$ cat src/rtl/shift_reg_ctrl.sv
// Sequencer that serialises a parallel word MSB-first into a serial-in shift register and returns its contents.
// Optional loopback compare of the captured word against the sent word: define LOOPBACK_CHECK_EN.
module shift_reg_ctrl #(
    parameter int WIDTH = 6
) (
    input  logic             Clock,
    input  logic             Resetn,
    input  logic             in_valid,
    output logic             in_ready,
    input  logic [WIDTH-1:0] in_data,
    output logic             SI,
    output logic             shift_en,
    input  logic [WIDTH-1:0] A,
    output logic             out_valid,
    input  logic             out_ready,
    output logic [WIDTH-1:0] out_data,
    output logic             err,
    output logic [1:0]       o_dbg_state
);

    localparam int CW = $clog2(WIDTH);
    localparam logic [CW-1:0] LAST = CW'(WIDTH - 1);

    typedef enum logic [1:0] {
        IDLE    = 2'd0,
        SHIFT   = 2'd1,
        CAPTURE = 2'd2,
        HOLD    = 2'd3
    } state_t;

    state_t          r_state;
    state_t          w_next;
    logic [CW-1:0]   r_cnt;
    logic [WIDTH-1:0] r_buf;
    logic [WIDTH-1:0] r_out_data;
    logic            r_out_valid;
    logic            r_started;
    logic [CW-1:0]   w_idx;
    logic            w_accept;

    // Handshakes: a transfer happens on a rising edge where valid and ready are both 1;
    // valid may rise without waiting for ready, and ready never depends on valid.
    assign w_idx       = LAST - r_cnt;
    assign w_accept    = (r_state == IDLE) && r_started && in_valid;
    assign out_valid   = r_out_valid;
    assign out_data    = r_out_data;
    assign o_dbg_state = r_state;

    always_ff @(posedge Clock or negedge Resetn) begin
        if (!Resetn) begin
            r_state <= IDLE;
        end else begin
            r_state <= w_next;
        end
    end

    always_comb begin
        w_next   = r_state;
        in_ready = 1'b0;
        shift_en = 1'b0;
        SI       = 1'b0;
        case (r_state)
            IDLE: begin
                // Held low until the first edge after reset release.
                in_ready = r_started;
                if (w_accept) w_next = SHIFT;
            end
            SHIFT: begin
                shift_en = 1'b1;
                SI       = r_buf[w_idx];
                if (r_cnt == LAST) w_next = CAPTURE;
            end
            CAPTURE: w_next = HOLD;
            HOLD: begin
                if (out_ready) w_next = IDLE;
            end
            default: w_next = IDLE;
        endcase
    end

    always_ff @(posedge Clock or negedge Resetn) begin
        if (!Resetn) begin
            r_started   <= 1'b0;
            r_cnt       <= '0;
            r_buf       <= '0;
            r_out_data  <= '0;
            r_out_valid <= 1'b0;
        end else begin
            r_started <= 1'b1;
            case (r_state)
                IDLE: begin
                    if (w_accept) begin
                        r_buf <= in_data;
                        r_cnt <= '0;
                    end
                end
                SHIFT: r_cnt <= (r_cnt == LAST) ? '0 : r_cnt + 1'b1;
                CAPTURE: begin
                    r_out_data  <= A;
                    r_out_valid <= 1'b1;
                end
                HOLD: begin
                    if (out_ready) r_out_valid <= 1'b0;
                end
                default: begin
                    r_cnt       <= '0;
                    r_out_data  <= '0;
                    r_out_valid <= 1'b0;
                end
            endcase
        end
    end

`ifdef LOOPBACK_CHECK_EN
    logic r_err;

    always_ff @(posedge Clock or negedge Resetn) begin
        if (!Resetn) begin
            r_err <= 1'b0;
        end else if (r_state == CAPTURE) begin
            r_err <= (A != r_buf);
        end else if ((r_state == HOLD && out_ready) || r_state == IDLE) begin
            r_err <= 1'b0;
        end
    end

    assign err = r_err;
`else
    assign err = 1'b0;
`endif

endmodule

$ cat config.mk
export PLATFORM = sky130hd
export DESIGN_NAME = shift_reg_ctrl
export DESIGN_NICKNAME = d
export VERILOG_FILES = /design/src/rtl/shift_reg_ctrl.sv
export SDC_FILE = /design/constraint.sdc
export NUM_CORES = 1
export LEC_CHECK = 0
export ABC_AREA = 0
export CORE_ASPECT_RATIO = 0.9
export CORE_MARGIN = 2
export CORE_UTILIZATION = 43
export CTS_BUF_LIST = sky130_fd_sc_hd__clkbuf_16
export DETAILED_ROUTE_END_ITERATION = 7
export HOLD_SLACK_MARGIN = 0.06
export PLACE_DENSITY = 0.73
export SETUP_SLACK_MARGIN = 0.05
export SLEW_MARGIN = 10
export SYNTH_ARGS = -nofsm -noshare
export SYNTH_HDL_FRONTEND = slang
export SYNTH_SLANG_ARGS = --single-unit
$ cat constraint.sdc
create_clock -name Clock -period 2.2 [get_ports Clock]
set_clock_uncertainty 0.15 [all_clocks]
set_input_delay 0.66 -clock Clock [delete_from_list [all_inputs] [get_ports Clock]]
set_output_delay 0.66 -clock Clock [all_outputs]
set_load 0.02 [all_outputs]
==> results.py <==
metrics = {
    "clocking": {
        "root_buffer": "clkbuf_16",
        "clkSinkCount": 19,
        "cts_made_buffers": 3,
        "hold_buffers": 0,
        "clk_latency_ns": 0.25,
        "cts_tree": "done",
        "clk_pin_slew_ns": 0.05,
        "h-tree-depth": 1,
        "clockBufferDepth": 2,
    },
    "pwr": {
        "p_leak_uw": 0.000662,
        "p_per_area_nw_per_um2": 1500,
        "totalPowerFinal_uw": 2140,
        "ir_drop_mv": 0.986,
    },
    "critical_path": {
        "cp_max_fo": 2,
        "crit_family": "flip-flops",
        "cp_data_arrival_time_ns": 1.57,
        "cp_cell_sequence": "ha_4, mux4_2, a22oi_2, nor2_1, buf_2",
        "cp_num_buf_inv": 1,
        "critPathKind": "reg -> out",
        "cp-start-kind": "flip-flop",
        "max_stage_delay_ns": 0.41,
        "required_ns": 1.39,
        "cp_slowest_cell": "dfrtp_1",
        "end_kind": "output pin",
    },
    "placement": {
        "place_worst_setup_slack_ns": -0.342,
        "hpwl_um": 1450,
        "placed_area_sq_um": 1330,
        "gp_congestion": 0.765,
        "portBuffers": 27,
    },
    "final_layout": {
        "postLayoutCoreUtil": 0.666,
        "diodes": 0,
        "area_growth_syn_to_layout_pct": 47.9,
        "seq_area_sq_um": 475,
        "n_fill_cell": 157,
        "fin_nets": 139,
        "final_area_sq_um": 1430,
        "drive_gt1_frac": 0.357,
        "multi_input_area_sq_um": 464,
    },
    "drt": {
        "routedWlPerCell_um": 13.1,
        "viasPerCell": 4.82,
        "wl_um": 1860,
        "ant_nets": 0,
        "dr.pass1.iters": 4,
        "initialDrtViolationCount": 11,
        "vias": 685,
        "remaining_drc_errors": 0,
    },
    "sta": {
        "period_minus_slack_ns": 2.38,
        "setup_viol": 1,
        "finalSetupTns_ns": -0.177,
        "rsz0062_at_grt": "yes",
        "postLayoutSetupSlackWorst_ns": -0.177,
        "slew_viol_final": 0,
        "finalCritPeriodShare": 1.08,
        "hold_violations": 0,
        "clock.fmax_mhz": 421,
    },
    "yosys": {
        "ys_types": 24,
        "yosys_warnings": 0,
        "syn-num-nets": 97,
        "syn_area_per_cell_sq_um": 13.0,
        "syn_area_sq_um": 965,
        "ys_seq_area_frac": 0.493,
        "synth.largest_area_cell": "dfrtp_1",
        "yosys_register_bits": 19,
        "yosysTopAreaCellShare": 0.493,
        "netlist_instances": 74,
        "synth.area.top_cells": "dfrtp_1, mux2_2, ha_1",
    },
    "global_route": {
        "grt_usage": 0.179,
        "grt_pass1_vias": 713,
        "overflow": 0,
        "grt_pass1_wl_um": 3370,
        "antenna_found_initial": 0,
        "grt_max_degree": 20,
    },
    "min_path": {
        "min_path_type": "reg -> reg",
    },
    "die": {
        "num_io_pins": 29,
        "die_h_um": 48.9,
        "start_util": 0.450,
        "rows": 16,
        "die_w_um": 53.9,
        "die-area_sq_um": 2640,
        "coreArea_sq_um": 2140,
    },
    "status": {
        "violations": "negative setup slack",
        "status": "finished with violations",
    },
    "run": {
        "max_cap_violations": 0,
    },
}
## layer usage
metal	part of all wire	global-route usage
met1	0.43	0.247
met2	0.49	0.266
met3	0.064	0.0491
met4	0.017	0.0641
met5	0	0
## final timing paths
check | endpoint | from | slack [ns] | cells past startpoint
worst max-delay path | SI | r_cnt[2]$_DFFE_PN0P_ | -0.18 | 5
worst min-delay path | out_data[0]$_DFFE_PN0P_ | out_data[0]$_DFFE_PN0P_ | 0.35 | 1
worst max register to register | o_dbg_state[1]$_DFFE_PN0P_ | o_dbg_state[1]$_DFFE_PN0P_ | 0.42 | 6
worst min register to register | out_data[0]$_DFFE_PN0P_ | out_data[0]$_DFFE_PN0P_ | 0.35 | 1
max in group asynchronous | o_dbg_state[1]$_DFFE_PN0P_ | Resetn | 1.12 | 2
min in group asynchronous | out_data[5]$_DFFE_PN0P_ | Resetn | 0.59 | 2
## power breakdown
| group | leakage (uW) | internal (uW) | total, uW | switching (uW) |
|---|---|---|---|---|
| Clock | 0.0000409 | 244 | 375 | 131 |
| Sequential | 0.000227 | 515 | 606 | 91.3 |
| Combinational | 0.000394 | 643 | 1160 | 518 |
| Total | 0.000662 | 1400 | 2140 | 740 |
## cells by family after synthesis
| family | count (synthesis) | share of synthesized area |
|---|---|---|
| flip-flops | 19 | 0.493 |
| AND/OR/NAND/NOR | 13 | 0.0726 |
| buffers and inverters | 9 | 0.0389 |
| AO/OA/AOI/OAI | 7 | 0.0856 |
| multiplexers | 17 | 0.211 |
| adder cells (fa/ha/maj) | 7 | 0.0908 |
| other | 2 | 0.00779 |
## registers in the layout (all words and copies together), names as in the netlist
signal	flops
out_valid	1
r_cnt	3
r_started	1
o_dbg_state	2
out_data	6
r_buf	6
## cell usage after synthesis
cell	count
a21boi_2	1
a221oi_4	1
a22oi_1	1
a22oi_2	1
and2_1	2
and3_2	1
buf_4	1
clkbuf_1	1
conb_1	2
dfrtp_1	19
ha_1	7
inv_1	7
mux2_2	13
mux2_4	1
mux2i_1	2
mux4_2	1
nand2_1	3
nand2b_1	1
nand3_1	1
nand3_2	1
nor2_1	3
nor2b_1	1
o2bb2ai_1	2
o31ai_1	1
## stage by stage
stage | hold WS [ns] | instances
2_1_floorplan | 0.214 | 74
3_3_place_gp | 0.338 | 136
3_5_place_dp | 0.344 | 136
4_1_cts | 0.357 | 141
5_1_grt | 0.381 | 142
6_report | 0.351 | 142
## cells in the final DEF (no fill, tap or decap)
cell type / n
a22oi_2: 1
clkbuf_2: 2
a22oi_1: 1
a221oi_4: 1
clkinv_2: 1
mux2_2: 13
nand2b_1: 1
and3_2: 1
o31ai_1: 1
nor2b_1: 1
ha_4: 1
dfrtp_1: 19
nand3_2: 1
nor2_1: 3
nand2_1: 3
and2_1: 2
mux2i_1: 2
mux4_2: 1
dlymetal6s2s_1: 1
inv_1: 6
mux2_4: 1
ha_1: 6
conb_1: 2
clkbuf_16: 3
a21boi_2: 1
inv_2: 1
o2bb2ai_1: 2
dlygate4sd2_1: 1
clkdlybuf4s50_1: 22
buf_4: 12
nand3_1: 1
buf_2: 1
## final cells by class
cell class | count | share of cell area
Timing Repair Buffer | 39 | 0.243
Inverter | 7 | 0.0184
Clock buffer | 3 | 0.0526
Sequential cell | 19 | 0.333
Clock inverter | 1 | 0.00351
Tap cell | 27 | 0.0237
Multi-Input combinational cell | 46 | 0.325
## worst reg2reg max path, stage by stage (launching register included)
cell	delay, ns
dfrtp_1	0.35
inv_1	0.07
ha_1	0.19
buf_4	0.14
a21boi_2	0.18
a221oi_4	0.25
mux2_4	0.33
## repair_timing
item	4_1_cts	5_1_grt
gates resized for setup	11	3
endpoints found under the setup margin	4	4
setup buffers	1	1
pin swaps	0	0
No activity file was read; power rests on OpenSTA's default activity.
==> patch 1 (same flow settings) <==
Set the parameter `WIDTH` to 7 (it was 6).
--- a/src/rtl/shift_reg_ctrl.sv
+++ b/src/rtl/shift_reg_ctrl.sv
@@ -1,7 +1,7 @@
 // Sequencer that serialises a parallel word MSB-first into a serial-in shift register and returns its contents.
 // Optional loopback compare of the captured word against the sent word: define LOOPBACK_CHECK_EN.
 module shift_reg_ctrl #(
-    parameter int WIDTH = 6
+    parameter int WIDTH = 7
 ) (
     input  logic             Clock,
     input  logic             Resetn,
Ports: changed (resized A, in_data and out_data); port bits go from 29 to 32. No check against the original RTL was run, so the function may have changed too.
==> patch 1 against the original RTL <==
- the run still ends with negative setup slack left
- power increased by 6.7%
- sequential cell count rose by 2
- worst setup slack got worse by 92 ps
- area after synthesis is 8.4% higher
- wire length up 21%
- core utilization grew 3.5 points
- sequential power grew 13%
- highest routed layer unchanged
- design area rose by 10%
- clock power rose by 2%
==> patch 1: results (changes against the original RTL) <==
| Metric | Value |
|---|---|
| Hold WS | 355 ps (was 351 ps) |
| Compound-Gate Fraction of Synth Area | 0.0909 (was 0.0856) |
| TritonRoute pass-1 iters | 4 (unchanged) |
| WL/cell | 14.8 um (was 13.1 um) |
| Routability Congestion | 0.715 (was 0.765) |
| Hold path startpoint | out_data[2]$_DFFE_PN0P_ (was out_data[0]$_DFFE_PN0P_) |
| GRT Util Overall | 0.182 (was 0.179) |
| CP startpoint | r_cnt[0]$_DFFE_PN0P_ (was r_cnt[2]$_DFFE_PN0P_) |
| Synth top area cells | dfrtp_1, mux2_2, ha_1 (unchanged) |
| Drt first-iter violations | 19 (was 11) |
| Post-CTS setup buffers | 0 (was 1) |
| Register area share after synthesis | 0.502 (was 0.493) |
| # fillers | 169 (was 157) |
| Failing checks | negative setup slack (unchanged) |
| Ys Warns | 0 (unchanged) |
| Syn_nets | 107 (was 97) |
| Vias in the first global route | 850 (was 713) |
| Crit path DAT | 1660 ps (was 1570 ps) |
| IO Port Bufs | 30 (was 27) |
| Worst slack at placement | -501 ps (was -342 ps) |
| Outcome | complete, but fails checks (unchanged) |
| R2R cell count | 4 (was 6) |
| Leak Pwr | 0.714 nW (was 0.662 nW) |
| Post-synth top cells | dfrtp_1, mux2_2, ha_1 (was dfrtp_1, mux2_2, ha_1, inv_1) |
| Post-synthesis mux area share | 0.212 (was 0.211) |
| Synth Area in XOR/XNOR | 0.00837 (was 0) |
| Fin nets | 153 (was 139) |
| TritonCTS Buffers | 3 (unchanged) |
| DR vias/cell | 5.11 (was 4.82) |
| Synth cell types | 25 (was 24) |
| Endpoints failing setup | 1 (unchanged) |
| Dpl cell area | 1490 sq um (was 1330 sq um) |
| R2R Setup Slk | 360 ps (was 420 ps) |
| Reg-to-reg startpoint | o_dbg_state[0]$_DFFE_PN0P_ (was o_dbg_state[1]$_DFFE_PN0P_) |
| Worst Path Max Fanout | 5 (was 2) |
| Final non-filler cell total | 153 (was 142) |
| Cells after synthesis | 81 (was 74) |
| Fin Setup TNS | -269 ps (was -177 ps) |
| First-pass GRT wire length | 3.85 mm (was 3.37 mm) |
| Adder-cell share of the synthesized area | 0.0957 (was 0.0908) |
| Layout cell share with drive strength beyond 1 | 0.349 (was 0.357) |
| Dpl hpwl | 1.65 mm (was 1.45 mm) |
| VDD IR-drop max | 0.00102 V (was 0.000986 V) |
| Final WS setup | -269 ps (was -177 ps) |
| Largest net degree at the start of global routing | 22 (was 20) |
| Worst Hold End | out_data[2]$_DFFE_PN0P_ (was out_data[0]$_DFFE_PN0P_) |
[patch 1: per-layer routing]
layer	global-route usage	share of wire	vias to the layer above
met5	0	0	-
met2	0.361	0.55	23
li1	-	-	370
met4	0.0437	0.011	0
met3	0.0619	0.053	4
met1	0.180	0.39	385
[patch 1: cell type report]
class	instances	area, sq um	share of cell area
flip-flops and latches	21	527	0.335
inverters	6	25.0	0.0159
clock inverters	1	5.00	0.00318
well taps	27	33.8	0.0215
repair buffers	45	403	0.256
multi-input cells	50	503	0.320
clock buffers	3	75.1	0.0478
[patch 1: timing repair]
action	CTS	global route
setup endpoints to repair	4	2
pin swaps	2	0
gates resized for setup	15	2
[patch 1: critical path, stage by stage, from the launching register on]
cell and delay (ps):
dfrtp_2 430, inv_4 50, ha_4 270, mux4_2 290, o211a_4 240, buf_6 120
[patch 1: power breakdown]
part,leakage [nW],internal (W),switching [W],total [W]
registers,0.249,0.000568,0.000116,0.000684
clock network,0.0409,0.000244,0.000137,0.000381
logic,0.424,0.000680,0.000540,0.00122
==> patch 2 (same flow settings) <==
Made on the original files. Register the output `o_dbg_state` once more, with the module's reset; this adds one clock of latency there. The other outputs are not delayed to match.
--- a/src/rtl/shift_reg_ctrl.sv
+++ b/src/rtl/shift_reg_ctrl.sv
@@ -44,7 +44,13 @@
     assign w_accept    = (r_state == IDLE) && r_started && in_valid;
     assign out_valid   = r_out_valid;
     assign out_data    = r_out_data;
-    assign o_dbg_state = r_state;
+    always_ff @(posedge Clock or negedge Resetn) begin
+        if (!Resetn) begin
+            o_dbg_state <= '0;
+        end else begin
+            o_dbg_state <= r_state;
+        end
+    end
 
     always_ff @(posedge Clock or negedge Resetn) begin
         if (!Resetn) begin
Check against the original RTL: not equivalent (a bounded check fails within 4 cycles, from zero or initial values and one cycle with Resetn low).
==> patch 2 against the original RTL <==
- the flow still finishes with violations (negative setup slack)
- maximum frequency shrank 2.4%
- design area grew 4.0%
- area after synthesis grew 5.3%
- largest power group unchanged
- sequential cell count grew 2
- largest cell class unchanged
- worst hold slack gained 0.65 ps
- worst setup slack lost 59 ps
- power grew 2.9%
- die area grew 4.9%
- wire length grew 9.8%
==> patch 2: results (changes against the original RTL) <==
| Metric | Value |
|---|---|
| Initial antenna violation count | 0 (unchanged) |
| R2R Setup Slk | 280 ps (was 420 ps) |
| Synth top area cells | dfrtp_1, mux2_2, ha_1 (unchanged) |
| Largest net degree at the start of global routing | 22 (was 20) |
| Fin Setup TNS | -236 ps (was -177 ps) |
| Dpl hpwl | 1.50 mm (was 1.45 mm) |
| Layout cell share with drive strength beyond 1 | 0.350 (was 0.357) |
| Max Used Layer | met4 (unchanged) |
| First-pass GRT wire length | 3.40 mm (was 3.37 mm) |
| Endpoints failing setup | 1 (unchanged) |
| Synth async-reset ratio | 1.00 (unchanged) |
| Hold WS | 352 ps (was 351 ps) |
| Reg-to-Reg End | r_state[1]$_DFFE_PN0P_ (was o_dbg_state[1]$_DFFE_PN0P_) |
| Final WS setup | -236 ps (was -177 ps) |
| Clock slew at reported path FFs | 60 ps |
| Worst Path Max Fanout | 2 (unchanged) |
| Worst hold path class | reg2reg (unchanged) |
| Routed wl met2 | 962 um (was 908 um) |
| R2R cell count | 6 (unchanged) |
| Routability Congestion | 0.824 (was 0.765) |
| TritonRoute pass-1 iters | 5 (was 4) |
| Leak Pwr | 0.671 nW (was 0.662 nW) |
| Clk buf depth | 2 (unchanged) |
| ANT cells | 0 (unchanged) |
| Drt first-iter violations | 10 (was 11) |
| Ys Warns | 0 (unchanged) |
| WL/cell | 14.2 um (was 13.1 um) |
| Clk root buf | clkbuf_16 (unchanged) |
| Final non-filler cell total | 144 (was 142) |
| Top FF cell, synth | dfrtp_1 (unchanged) |
| Syn_nets | 99 (was 97) |
| Dpl cell area | 1390 sq um (was 1330 sq um) |
| VDD IR-drop max | 0.000948 V (was 0.000986 V) |
| DR vias/cell | 4.88 (was 4.82) |
| Cells after synthesis | 76 (was 74) |
| CP max stage cell | dfrtp_1 (unchanged) |
| Register area share after synthesis | 0.517 (was 0.493) |
| Clk Latency, worst-skew pair | 250 ps (about the same) |
| Failing checks | negative setup slack (unchanged) |
| GRT Util Overall | 0.162 (was 0.179) |
| Outcome | complete, but fails checks (unchanged) |
| IO Port Bufs | 27 (unchanged) |
| TritonCTS Buffers | 3 (unchanged) |
| Worst hold path cell count | 1 (unchanged) |
| CP peak stage delay | 350 ps (was 410 ps) |
| Met3 wire length | 64 um (was 120 um) |
| Synth cell types | 25 (was 24) |
| Hold path startpoint | r_buf[0]$_DFFE_PN0P_ (was out_data[0]$_DFFE_PN0P_) |
| Vias in the first global route | 750 (was 713) |
| H-tree levels | 1 (unchanged) |
| Post-synth top cells | dfrtp_1, mux2_2, ha_1 (was dfrtp_1, mux2_2, ha_1, inv_1) |
| Metal-1 WL | 978 um (was 800 um) |
| Reg-to-reg startpoint | r_state[0]$_DFFE_PN0P_ (was o_dbg_state[1]$_DFFE_PN0P_) |
| Worst Hold End | r_buf[0]$_DFFE_PN0P_ (was out_data[0]$_DFFE_PN0P_) |
patch 2: metal layers:
layer / GRT usage / vias to the layer above
met2: 0.280 / 16
met5: 0 / -
met3: 0.0341 / 5
li1: - / 344
met4: 0.0732 / 0
met1: 0.195 / 338
patch 2: timing repair:
action	in CTS	in global routing
pin swaps	1	0
buffers inserted	1	0
endpoints found under the setup margin	3	3
gates resized for setup	11	3
patch 2: logic make-up after synthesis:
| family | Yosys count | synth area share |
|---|---|---|
| buf+inv | 8 | 0.0332 |
| xor+xnor | 1 | 0.00862 |
| fa+ha+maj | 7 | 0.0862 |
| flops | 21 | 0.517 |
| compound gates | 8 | 0.0788 |
| mux | 17 | 0.201 |
| simple gates | 12 | 0.0677 |
| other cells | 2 | 0.00739 |
patch 2: worst max path at each step:
stage                                     from  to  slack [ps]  cells past startpoint
final                     r_cnt[1]$_DFFE_PN0P_  SI        -240                      6
after global routing      r_cnt[1]$_DFFE_PN0P_  SI        -300                      6
after detailed placement  r_cnt[1]$_DFFE_PN0P_  SI        -350                      6
after floorplan           r_cnt[1]$_DFFE_PN0P_  SI         110                      5
after CTS                 r_cnt[1]$_DFFE_PN0P_  SI        -220                      6
after global placement    r_cnt[1]$_DFFE_PN0P_  SI        -310                      6
patch 2: through the flow:
stage	util	worst slack [ps]
finish	0.674	-236
global route	0.674	-301
CTS	0.678	-215
detailed placement	0.632	-349
global placement	0.632	-307
floorplan	-	111
patch 2: power by group:
| part | internal [W] | switching (W) |
|---|---|---|
| Combinational | 0.000635 | 0.000523 |
| Clock | 0.000244 | 0.000141 |
| Sequential | 0.000566 | 0.0000944 |
patch 2: area by class of cell:
type	instances	area, sq um
inverter	6	22.5
tap	27	33.8
multi-input combinational	47	477
sequential	21	526
clock buffer	3	75.1
timing repair buffer	39	345
clock inverter	1	5.00
fill	169	718
